===== config.mk =====
export PLATFORM = sky130hd
export DESIGN_NAME = mem_access_unit_flat
export DESIGN_NICKNAME = d
export VERILOG_FILES = /design/src/rtl/mem_access_unit_if.sv /design/src/rtl/mem_access_unit.sv /design/src/flat_wrapper.sv
export SDC_FILE = /design/constraint.sdc
export NUM_CORES = 1
export LEC_CHECK = 0
export ABC_AREA = 1
export BUFFER_PORTS_ARGS = -buffer_cell sky130_fd_sc_hd__buf_2
export CORE_ASPECT_RATIO = 0.7
export CORE_MARGIN = 2
export CORE_UTILIZATION = 30
export CTS_CLUSTER_DIAMETER = 80
export DETAILED_ROUTE_END_ITERATION = 8
export PLACE_DENSITY = 0.63
export SYNTH_ARGS = -nofsm -noshare
export SYNTH_HDL_FRONTEND = slang
export SYNTH_SLANG_ARGS = --single-unit

===== constraint.sdc =====
create_clock -name clk -period 1.6 [get_ports clk]
set_input_delay 0.24 -clock clk [delete_from_list [all_inputs] [get_ports clk]]
set_output_delay 0.24 -clock clk [all_outputs]
set_load 0.05 [all_outputs]

===== src/rtl/mem_access_unit_if.sv =====
// Data-memory bus between the memory-stage access unit (master) and data memory (slave).
// A request is held until a single-cycle ack completes it.
interface mem_access_unit_if #(
  parameter int ADDR_WIDTH = 32
) ();

  logic                  bus_req;
  logic                  bus_we;
  logic [ADDR_WIDTH-1:0] bus_addr;
  logic [31:0]           bus_wdata;
  logic [31:0]           bus_rdata;
  logic                  bus_ack;

  modport master (
    output bus_req,
    output bus_we,
    output bus_addr,
    output bus_wdata,
    input  bus_rdata,
    input  bus_ack
  );

  modport slave (
    input  bus_req,
    input  bus_we,
    input  bus_addr,
    input  bus_wdata,
    output bus_rdata,
    output bus_ack
  );

endinterface


===== src/rtl/mem_access_unit.sv =====
// Memory-stage lw/sw engine: one req/ack bus transaction per instruction, stalling upstream meanwhile.
// Optional bus timeout abort is built only when MEM_TIMEOUT_EN is defined.
module mem_access_unit #(
  parameter int ADDR_WIDTH     = 32,
  parameter int TIMEOUT_CYCLES = 16
) (
  input  logic                  clk,
  input  logic                  rst_n,
  input  logic                  mem_read_i,
  input  logic                  mem_write_i,
  input  logic [ADDR_WIDTH-1:0] addr_i,
  input  logic [31:0]           store_data_i,
  output logic [31:0]           mem_out_o,
  output logic                  stall_o,
  output logic                  misalign_err_o,
  output logic                  bus_err_o,
  mem_access_unit_if.master     bus
);

  typedef enum logic [1:0] {
    IDLE = 2'd0,
    BUSY = 2'd1,
    DONE = 2'd2
  } state_e;

  state_e                state_q;
  logic                  bus_req_q;
  logic                  bus_we_q;
  logic [ADDR_WIDTH-1:0] bus_addr_q;
  logic [31:0]           bus_wdata_q;
  logic [31:0]           mem_out_q;
  logic                  misalign_q;

  logic start;
  logic aligned;

  assign start   = mem_read_i | mem_write_i;
  assign aligned = (addr_i[1:0] == 2'b00);

`ifdef MEM_TIMEOUT_EN
  localparam int CNT_W = $clog2(TIMEOUT_CYCLES + 1);
  localparam logic [CNT_W-1:0] CNT_LIMIT = CNT_W'(TIMEOUT_CYCLES);

  logic [CNT_W-1:0] cnt_q;
  logic [CNT_W-1:0] cnt_d;
  logic             bus_err_q;

  // Count of BUSY cycles seen so far, including the current one.
  assign cnt_d     = cnt_q + 1'b1;
  assign bus_err_o = bus_err_q;
`else
  logic unused_timeout;

  assign unused_timeout = (TIMEOUT_CYCLES != 0);
  assign bus_err_o      = 1'b0;
`endif

  always_ff @(posedge clk or negedge rst_n) begin
    if (!rst_n) begin
      state_q     <= IDLE;
      bus_req_q   <= 1'b0;
      bus_we_q    <= 1'b0;
      bus_addr_q  <= '0;
      bus_wdata_q <= '0;
      mem_out_q   <= '0;
      misalign_q  <= 1'b0;
`ifdef MEM_TIMEOUT_EN
      cnt_q       <= '0;
      bus_err_q   <= 1'b0;
`endif
    end else begin
      case (state_q)
        IDLE: begin
          if (start) begin
            if (aligned) begin
              bus_addr_q  <= addr_i;
              bus_wdata_q <= store_data_i;
              bus_we_q    <= mem_write_i;
              bus_req_q   <= 1'b1;
`ifdef MEM_TIMEOUT_EN
              cnt_q       <= '0;
`endif
              state_q     <= BUSY;
            end else begin
              misalign_q <= 1'b1;
              state_q    <= DONE;
            end
          end
        end

        BUSY: begin
          // An ack arriving together with the limit still completes normally.
          if (bus.bus_ack) begin
            bus_req_q <= 1'b0;
            if (!bus_we_q) begin
              mem_out_q <= bus.bus_rdata;
            end
            state_q <= DONE;
          end
`ifdef MEM_TIMEOUT_EN
          else if (cnt_d == CNT_LIMIT) begin
            bus_req_q <= 1'b0;
            bus_err_q <= 1'b1;
            state_q   <= DONE;
          end else begin
            cnt_q <= cnt_d;
          end
`endif
        end

        DONE: begin
          misalign_q <= 1'b0;
`ifdef MEM_TIMEOUT_EN
          bus_err_q  <= 1'b0;
`endif
          state_q    <= IDLE;
        end

        default: begin
          state_q <= IDLE;
        end
      endcase
    end
  end

  assign stall_o        = ((state_q == IDLE) && start) || (state_q == BUSY);
  assign mem_out_o      = mem_out_q;
  assign misalign_err_o = misalign_q;

  assign bus.bus_req    = bus_req_q;
  assign bus.bus_we     = bus_we_q;
  assign bus.bus_addr   = bus_addr_q;
  assign bus.bus_wdata  = bus_wdata_q;

endmodule


===== src/flat_wrapper.sv =====
// flat-port wrapper written by rule: the top's interface ports become plain ports
module mem_access_unit_flat 
#(
  parameter int ADDR_WIDTH     = 32,
  parameter int TIMEOUT_CYCLES = 16
)
  (clk, rst_n, mem_read_i, mem_write_i, addr_i, store_data_i, mem_out_o, stall_o, misalign_err_o, bus_err_o, bus_bus_req, bus_bus_we, bus_bus_addr, bus_bus_wdata, bus_bus_rdata, bus_bus_ack);
  mem_access_unit_if #(.ADDR_WIDTH(ADDR_WIDTH)) bus_i ();
  input  logic clk;
  input  logic rst_n;
  input  logic mem_read_i;
  input  logic mem_write_i;
  input  logic [ADDR_WIDTH-1:0] addr_i;
  input  logic [31:0] store_data_i;
  output logic [31:0] mem_out_o;
  output logic stall_o;
  output logic misalign_err_o;
  output logic bus_err_o;
  output wire logic [$bits(bus_i.bus_req)-1:0] bus_bus_req;
  output wire logic [$bits(bus_i.bus_we)-1:0] bus_bus_we;
  output wire logic [$bits(bus_i.bus_addr)-1:0] bus_bus_addr;
  output wire logic [$bits(bus_i.bus_wdata)-1:0] bus_bus_wdata;
  input wire logic [$bits(bus_i.bus_rdata)-1:0] bus_bus_rdata;
  input wire logic [$bits(bus_i.bus_ack)-1:0] bus_bus_ack;
  assign bus_bus_req = bus_i.bus_req;
  assign bus_bus_we = bus_i.bus_we;
  assign bus_bus_addr = bus_i.bus_addr;
  assign bus_bus_wdata = bus_i.bus_wdata;
  assign bus_i.bus_rdata = bus_bus_rdata;
  assign bus_i.bus_ack = bus_bus_ack;
  mem_access_unit #(.ADDR_WIDTH(ADDR_WIDTH), .TIMEOUT_CYCLES(TIMEOUT_CYCLES)) u_core (.clk(clk), .rst_n(rst_n), .mem_read_i(mem_read_i), .mem_write_i(mem_write_i), .addr_i(addr_i), .store_data_i(store_data_i), .mem_out_o(mem_out_o), .stall_o(stall_o), .misalign_err_o(misalign_err_o), .bus_err_o(bus_err_o), .bus(bus_i));
endmodule

### Word level (Yosys, flattened, before mapping)

Cells that the tools add are included.

| word-level totals | value |
|---|---|
| input bits | 101 |
| word-level logic and storage cells | 37 |
| flip-flop bits (word level) | 101 |
| output and inout port bits | 101 |

| operators by class | value |
|---|---|
| bitwise gates (word level) | 2 |
| mux-type cells | 11 |
| reduce and logical (&&, ||, !) cells | 11 |
| equal/unequal tests | 6 |

Operator list:

| kind | number |
|---|---|
| $reduce_and 3->1 | 3 |
| $mux 2 | 3 |
| $mux 1 | 5 |
| $logic_not 2->1 | 2 |
| $ne 2x1->1 const B | 2 |
| $ne 2x2->1 const B | 2 |
| $pmux 1 s2 | 2 |
| $pmux 2 s2 | 1 |
| $reduce_and 4->1 | 1 |
| $reduce_bool 2->1 | 2 |
| $eq 2x1->1 const B | 1 |
| $eq 2x2->1 const B | 1 |
| $reduce_and 2->1 | 1 |
| $logic_and 1x1->1 | 1 |
| $logic_or 1x1->1 | 1 |
| $not 1->1 | 1 |
| $or 1x1->1 | 1 |

### Longest topological paths before layout

Gate-level depths: netlist of the first run.

| depth | value |
|---|---|
| word-level depth | 4 |
| depth in mapped cells | 7 |
| mapped depth without buffers | 6 |

### Worst setup path before layout of the first run

No wires, ideal clock.

| timing | value |
|---|---|
| kind | flip-flop to output port |
| start | register u_core.state_q[0] |
| end | output stall_o |
| stages on the path, launching flop included | 3 |
| setup slack | 0.067 ns |
| data required time | 1.360 ns |
| path buffers | 0 |
| data arrival time | 1.293 ns |
| cell sequence | dfrtp_1 inv_1 a21oi_1 |

| between the ends | value |
|---|---|
| word-level cells in the longest chain between the ends | 3 |
| elaborated cells between the ends (all ways) | 4 |
| classes of those cells | eq/ne: 1; reduce/logical: 3 |

Ends and longest elaborated chain:

| item | RTL line | text |
|---|---|---|
| start, declared | mem_access_unit.sv:26 | `state_e state_q;` |
| start signal, assigned | mem_access_unit.sv:60 | `state_q <= IDLE;` |
| start signal, assigned | mem_access_unit.sv:83 | `state_q <= BUSY;` |
| start signal, assigned | mem_access_unit.sv:86 | `state_q <= DONE;` |
| $logic_not 2->1 | mem_access_unit.sv:126 | `assign stall_o = ((state_q == IDLE) && start) \|\| (state_q == BUSY);` |
| $logic_and 1x1->1 | mem_access_unit.sv:126 |  |
| $logic_or 1x1->1 (*) | mem_access_unit.sv:126 |  |
| end, declared | flat_wrapper.sv:16 | `output logic stall_o;` |

Every way passes the cells marked *; elsewhere a longest branch is shown, timed or not.

### Worst setup path after layout of the first run

Ends and elaborated chain as after synthesis.

==> results of run 1 <==
==> synth_stat cells <==
cell,instances
buf_6,13
nand3_1,4
nand2_2,20
o21ai_1,5
nor2_1,3
clkbuf_1,2
buf_2,4
nand2_1,87
a21oi_1,2
conb_1,1
nor2_4,1
inv_2,1
o21ai_2,50
dfrtp_1,101
o21ai_0,41
inv_1,101
clkbuf_2,1
nand3_2,2
buf_4,1
==> final cells by class <==
| type | count | share of cell area, % |
|---|---|---|
| tap | 190 | 4.13 |
| clock inverter | 6 | 1.19 |
| inverter | 102 | 6.64 |
| clock buffer | 10 | 4.15 |
| timing repair buffer | 206 | 19.1 |
| sequential | 101 | 43.9 |
| multi-input combinational | 216 | 20.9 |
==> worst max-delay path by stage <==
stage                      startpoint                 endpoint  depth (start not counted)
floorplan           u_core.state_q[0]                  stall_o                          2
global placement          mem_write_i  u_core.bus.bus_wdata[5]                          7
detailed placement        mem_write_i  u_core.bus.bus_wdata[5]                          7
CTS                 u_core.state_q[0]                  stall_o                          3
global route        u_core.state_q[0]                  stall_o                          3
finish              u_core.state_q[0]                  stall_o                          3
==> through the flow <==
stage / utilization (%) / setup WS [ns]
floorplan: - / 0.0672
detailed placement: 39.0 / 0.222
global route: 41.3 / 0.00435
CTS: 41.3 / 0.0316
global placement: 39.0 / 0.262
finish: 41.3 / 0.0907
==> power groups by stage <==
stage	clock (mW)	combinational [mW]	sequential, mW
finish	2.23	6.33	4.18
global route	2.44	6.71	4.31
CTS	2.34	6.39	4.19
detailed placement	0	6.40	4.19
global placement	0	6.31	4.17
floorplan	0	1.27	7.74
==> registers in the layout, indices dropped and copies added (netlist names) <==
register	cells
u_core.bus.bus_we	1
u_core.mem_out_o	32
u_core.state_q	2
u_core.bus.bus_req	1
u_core.misalign_err_o	1
u_core.bus.bus_addr	32
u_core.bus.bus_wdata	32
==> what timing repair did <==
| item | 4_1_cts | 5_1_grt |
|---|---|---|
| endpoints found under the setup margin | 0 | 1 |
| hold endpoints to repair | 101 | 0 |
| hold buffers | 1 | 0 |
| resized for setup | 0 | 1 |
==> kinds of logic (layout without fill, tap and decap cells) <==
kind of cell / Yosys count / count (layout) / share of synthesized area (%)
buf+inv: 123 / 324 / 13.3
flops: 101 / 101 / 58.9
other cells: 1 / 1 / 0.0874
simple gates: 117 / 117 / 12.0
compound gates: 98 / 98 / 15.8
==> layer usage <==
layer / global-route usage, % / part of all wire [%] / up-vias
met4: 4.53 / 1.2 / 0
met1: 16.1 / 45 / 1509
met3: 5.88 / 10 / 8
met5: 0 / 0 / -
met2: 20.3 / 44 / 133
li1: - / - / 1701
==> flow_summary.ini, run 1 <==
[worst_setup_path]
cp-start-kind = flop
r2r-end = u_core.bus.bus_wdata[5]
cp_data_arrival_time_ns = 1.27
timing.rr.start = u_core.state_q[0]
slowest_delay_ns = 0.46
cp.buffers_inverters = 2
path_cells = inv_1 -> a21oi_1 -> clkbuf_4
r2r_cells = 5
worst-path-max-fanout = 5
crit_path_top_delay_cell = dfrtp_1
path_delay_family = flip-flops
crit_type = reg2out
crit_path_end_kind = output port
worstPathRequired_ns = 1.36
r2r_slack_ns = 0.25

[clocking]
post-cts-setup-buffer-count = 0
htree_levels = 3
cts_buffer_depth = 2
clock_latency_ns = 0.35
numCtsBuffers = 9
cts_tree = yes
path_clk_slew_ns = 0.06
cts_sinks = 101
clk_root_buffer_cell = clkbuf_16

[pwr]
clkPwrFrac_pct = 17.5
internal_power_mw = 6.26
total_power_mw = 12.7
p_leak_nw = 3.37
netSwitchingFraction_pct = 50.9
powerDensity_mw_per_mm2 = 2210
vdd_drop_max_v = 0.00103
combPwrFrac_pct = 49.7
seq_power_share_pct = 32.8
netSwitchingPower_mw = 6.48

[synth]
synthCells = 440
netlist-cell-type-count = 19
syn_area_mm2 = 0.00429
synth_area_per_cell_um2 = 9.76
seq_area_frac_synth_pct = 58.9
synth_nets = 541
ys_warn_count = 0
synth_area_leaders = dfrtp_1 59%, o21ai_2 10%, inv_1 8.8%
ys_ff_latch = 101
synth_top_area_cell = dfrtp_1
synth_top_area_share_pct = 58.9

[route]
ant_nets = 0
routed_via_density = 4.03
drt_iter0_drc = 112
detail_route.wl_per_cell_um = 11.4
routed_wl_um = 9510
drc = 0
routed-via-count = 3351
drtPass1Iterations = 5

[sta]
fmax_mhz = 663
finalMaxSlewViolations = 0
holdWs_ns = 0.113
tightest_slew_ns = 0.544
max-slew-margin-rel_pct = 63.7
min_period_over_period_pct = 94.3
post-route-min-period_ns = 1.51
final-hold-violation-count = 0
clock-skew-final_ns = 0.00849
tns_ns = 0
rsz0062_at_grt = false
setup_violations = 0

[die]
coreArea_mm2 = 0.0140
start_util_pct = 30.7
pin_count = 202
die_x_um = 147
placementRows = 36
die_y_um = 104
fp.dieArea_mm2 = 0.0153

[layout]
seqCellArea_mm2 = 0.00253
final_cell_mix = 198 x buf_2, 101 x inv_1, 101 x dfrtp_1
fillers = 1438
layout_commonest_cell = buf_2
diodes = 0
area_growth_pct = 34.2
nNetsFinal = 737
multi_input_area_mm2 = 0.00120
design_area_mm2 = 0.00576
fin_cells = 831
drive_gt1_share_pct = 46.0

[run_status]
status = complete, no violations

[grt]
antenna_found_initial = 0
grt.total_usage_pct = 13.0
grt_start_max_net_pins = 102
grt_pass1_wl_um = 16100
grt_overflow_total = 0
grt_pass1_vias = 3438

[placement]
dp.cells = 814
portBuffers = 200
gp_congestion = 0.747
detailed_place.area_mm2 = 0.00544
dp_hpwl_um = 6910

[hold_path]
hp-start = bus_bus_ack
min_path_cells = 2
hold_class = in2reg
hold-path-endpoint = u_core.state_q[0]

[flow_run]
cap_violations = 0
Power figures use the tool's default switching activity.
==> inputs of run 2 (changes only) <==
--- a/config.mk
+++ b/config.mk
@@ -12,7 +12,7 @@
 export CORE_UTILIZATION = 30
 export CTS_CLUSTER_DIAMETER = 80
 export DETAILED_ROUTE_END_ITERATION = 8
-export PLACE_DENSITY = 0.63
+export PLACE_DENSITY = 0.61
 export SYNTH_ARGS = -nofsm -noshare
 export SYNTH_HDL_FRONTEND = slang
 export SYNTH_SLANG_ARGS = --single-unit
==> flow_summary.ini, run 2 (synthesized netlist as in run 1, its figures left out) <==
[worst_setup_path]
startpoint = u_core.state_q[0]
slowest_delay_ns = 0.43
crit_path_end_kind = output port
cp-start-kind = flop
path_delay_family = flip-flops
worstPathRequired_ns = 1.36
crit_type = reg2out
worstSetupPathDepth = 3
r2r_cells = 5
cp.buffers_inverters = 2
crit_path_top_delay_cell = dfrtp_2
worst-path-max-fanout = 5
path_cells = inv_1 -> a21oi_1 -> clkbuf_4
cp_data_arrival_time_ns = 1.23
timing.rr.start = u_core.state_q[1]

[route]
drc = 0
routed_wl_um = 9540
drtPass1Iterations = 4
detail_route.wl_per_cell_um = 11.5
routed-via-count = 3384
drt_iter0_drc = 115
routed_via_density = 4.07
ant_nets = 0

[grt]
grt_pass1_vias = 3460
grt_pass1_wl_um = 16600
antenna_found_initial = 0
grt_start_max_net_pins = 102
grt_overflow_total = 0
grt.total_usage_pct = 13.2

[die]
fp.dieArea_mm2 = 0.0153
start_util_pct = 30.7
placementRows = 36
die_x_um = 147
coreArea_mm2 = 0.0140
pin_count = 202
die_y_um = 104

[clocking]
post-cts-setup-buffer-count = 0
cts_sinks = 101
path_clk_slew_ns = 0.07
htree_levels = 3
cts_tree = yes
clock_latency_ns = 0.34
clk_root_buffer_cell = clkbuf_16
cts_buffer_depth = 2
numCtsBuffers = 9

[pwr]
clkPwrFrac_pct = 16.4
netSwitchingPower_mw = 6.47
seq_power_share_pct = 33.2
combPwrFrac_pct = 50.4
netSwitchingFraction_pct = 51.4
internal_power_mw = 6.11
p_leak_nw = 3.36
vdd_drop_max_v = 0.00121
powerDensity_mw_per_mm2 = 2190

[sta]
min_period_over_period_pct = 91.8
tightest_slew_ns = 0.564
post-route-min-period_ns = 1.47
setup_violations = 0
rsz0062_at_grt = false
tns_ns = 0
max-slew-margin-rel_pct = 62.4
finalMaxSlewViolations = 0
fmax_mhz = 681
final-hold-violation-count = 0
clock-skew-final_ns = 0.00799

[layout]
drive_gt1_share_pct = 46.0
seqCellArea_mm2 = 0.00253
fillers = 1424
nNetsFinal = 737
area_growth_pct = 33.8
final_cell_mix = 198 x buf_2, 101 x inv_1, 100 x dfrtp_1
multi_input_area_mm2 = 0.00120
layout_commonest_cell = buf_2
fin_util_pct = 41.1
diodes = 0

[run_status]
status = complete, no violations

[hold_path]
min_path_cells = 2
hold_class = in2reg
hp-start = bus_bus_ack

[placement]
portBuffers = 200
gp_congestion = 0.799
dp_hpwl_um = 6960

[flow_run]
cap_violations = 0
## run 2: cell count changes in the layout (fill, tap and decap cells not counted), sizes merged
cell    change
bufinv      -1
clkbuf      +1
## run 2: metal layers
layer  vias up  track usage [%]  wire, um
met4         0             4.05       110
li1       1701                -         -
met1      1541             16.5      4220
met3         8             5.44       942
met5         -                0         0
met2       134             21.0      4270
## run 2: per-stage QoR
step | cell area (um^2) | cells | setup WS, ns | power (mW) | hold WS (ns)
after floorplan | 4290 | 440 | 0.0672 | 9.01 | -0.0556
after global placement | 5440 | 814 | 0.265 | 10.5 | 0.343
after detailed placement | 5440 | 814 | 0.234 | 10.6 | 0.352
after CTS | 5740 | 831 | 0.0341 | 12.8 | 0.0922
after global routing | 5740 | 831 | 0.0476 | 13.3 | 0.0756
final | 5740 | 831 | 0.132 | 12.6 | 0.104
## run 2: final timing paths
| check | end | slack, ns |
|---|---|---|
| worst max-delay path | stall_o | 0.13 |
| worst min-delay path | u_core.state_q[0] | 0.10 |
| worst max register to register | u_core.bus.bus_wdata[5] | 0.24 |
| worst min register to register | u_core.bus.bus_addr[0] | 0.46 |
| max in group asynchronous | u_core.bus.bus_wdata[23] | 0.65 |
| min in group asynchronous | u_core.mem_out_o[13] | 0.50 |
## run 2: repair_timing
action,in CTS,in global routing
resized for setup,0,2
setup endpoints to repair,0,1
hold buffers,1,0
endpoints found under the hold margin,55,0
## run 2: area by class of cell
class                           instances  area share, %
Sequential cell                       101           44.0
Clock inverter                          5          0.741
Inverter                              102           6.67
Multi-Input combinational cell        216           21.0
Clock buffer                           11           4.23
Timing Repair Buffer                  206           19.2
Tap cell                              190           4.14
## run 2: power groups by stage
stage	Combinational (mW)	Sequential (mW)	Clock, mW
after floorplan	1.27	7.74	0
after global placement	6.32	4.17	0
after detailed placement	6.40	4.19	0
after CTS	6.39	4.18	2.18
after global routing	6.73	4.32	2.28
final	6.33	4.18	2.07
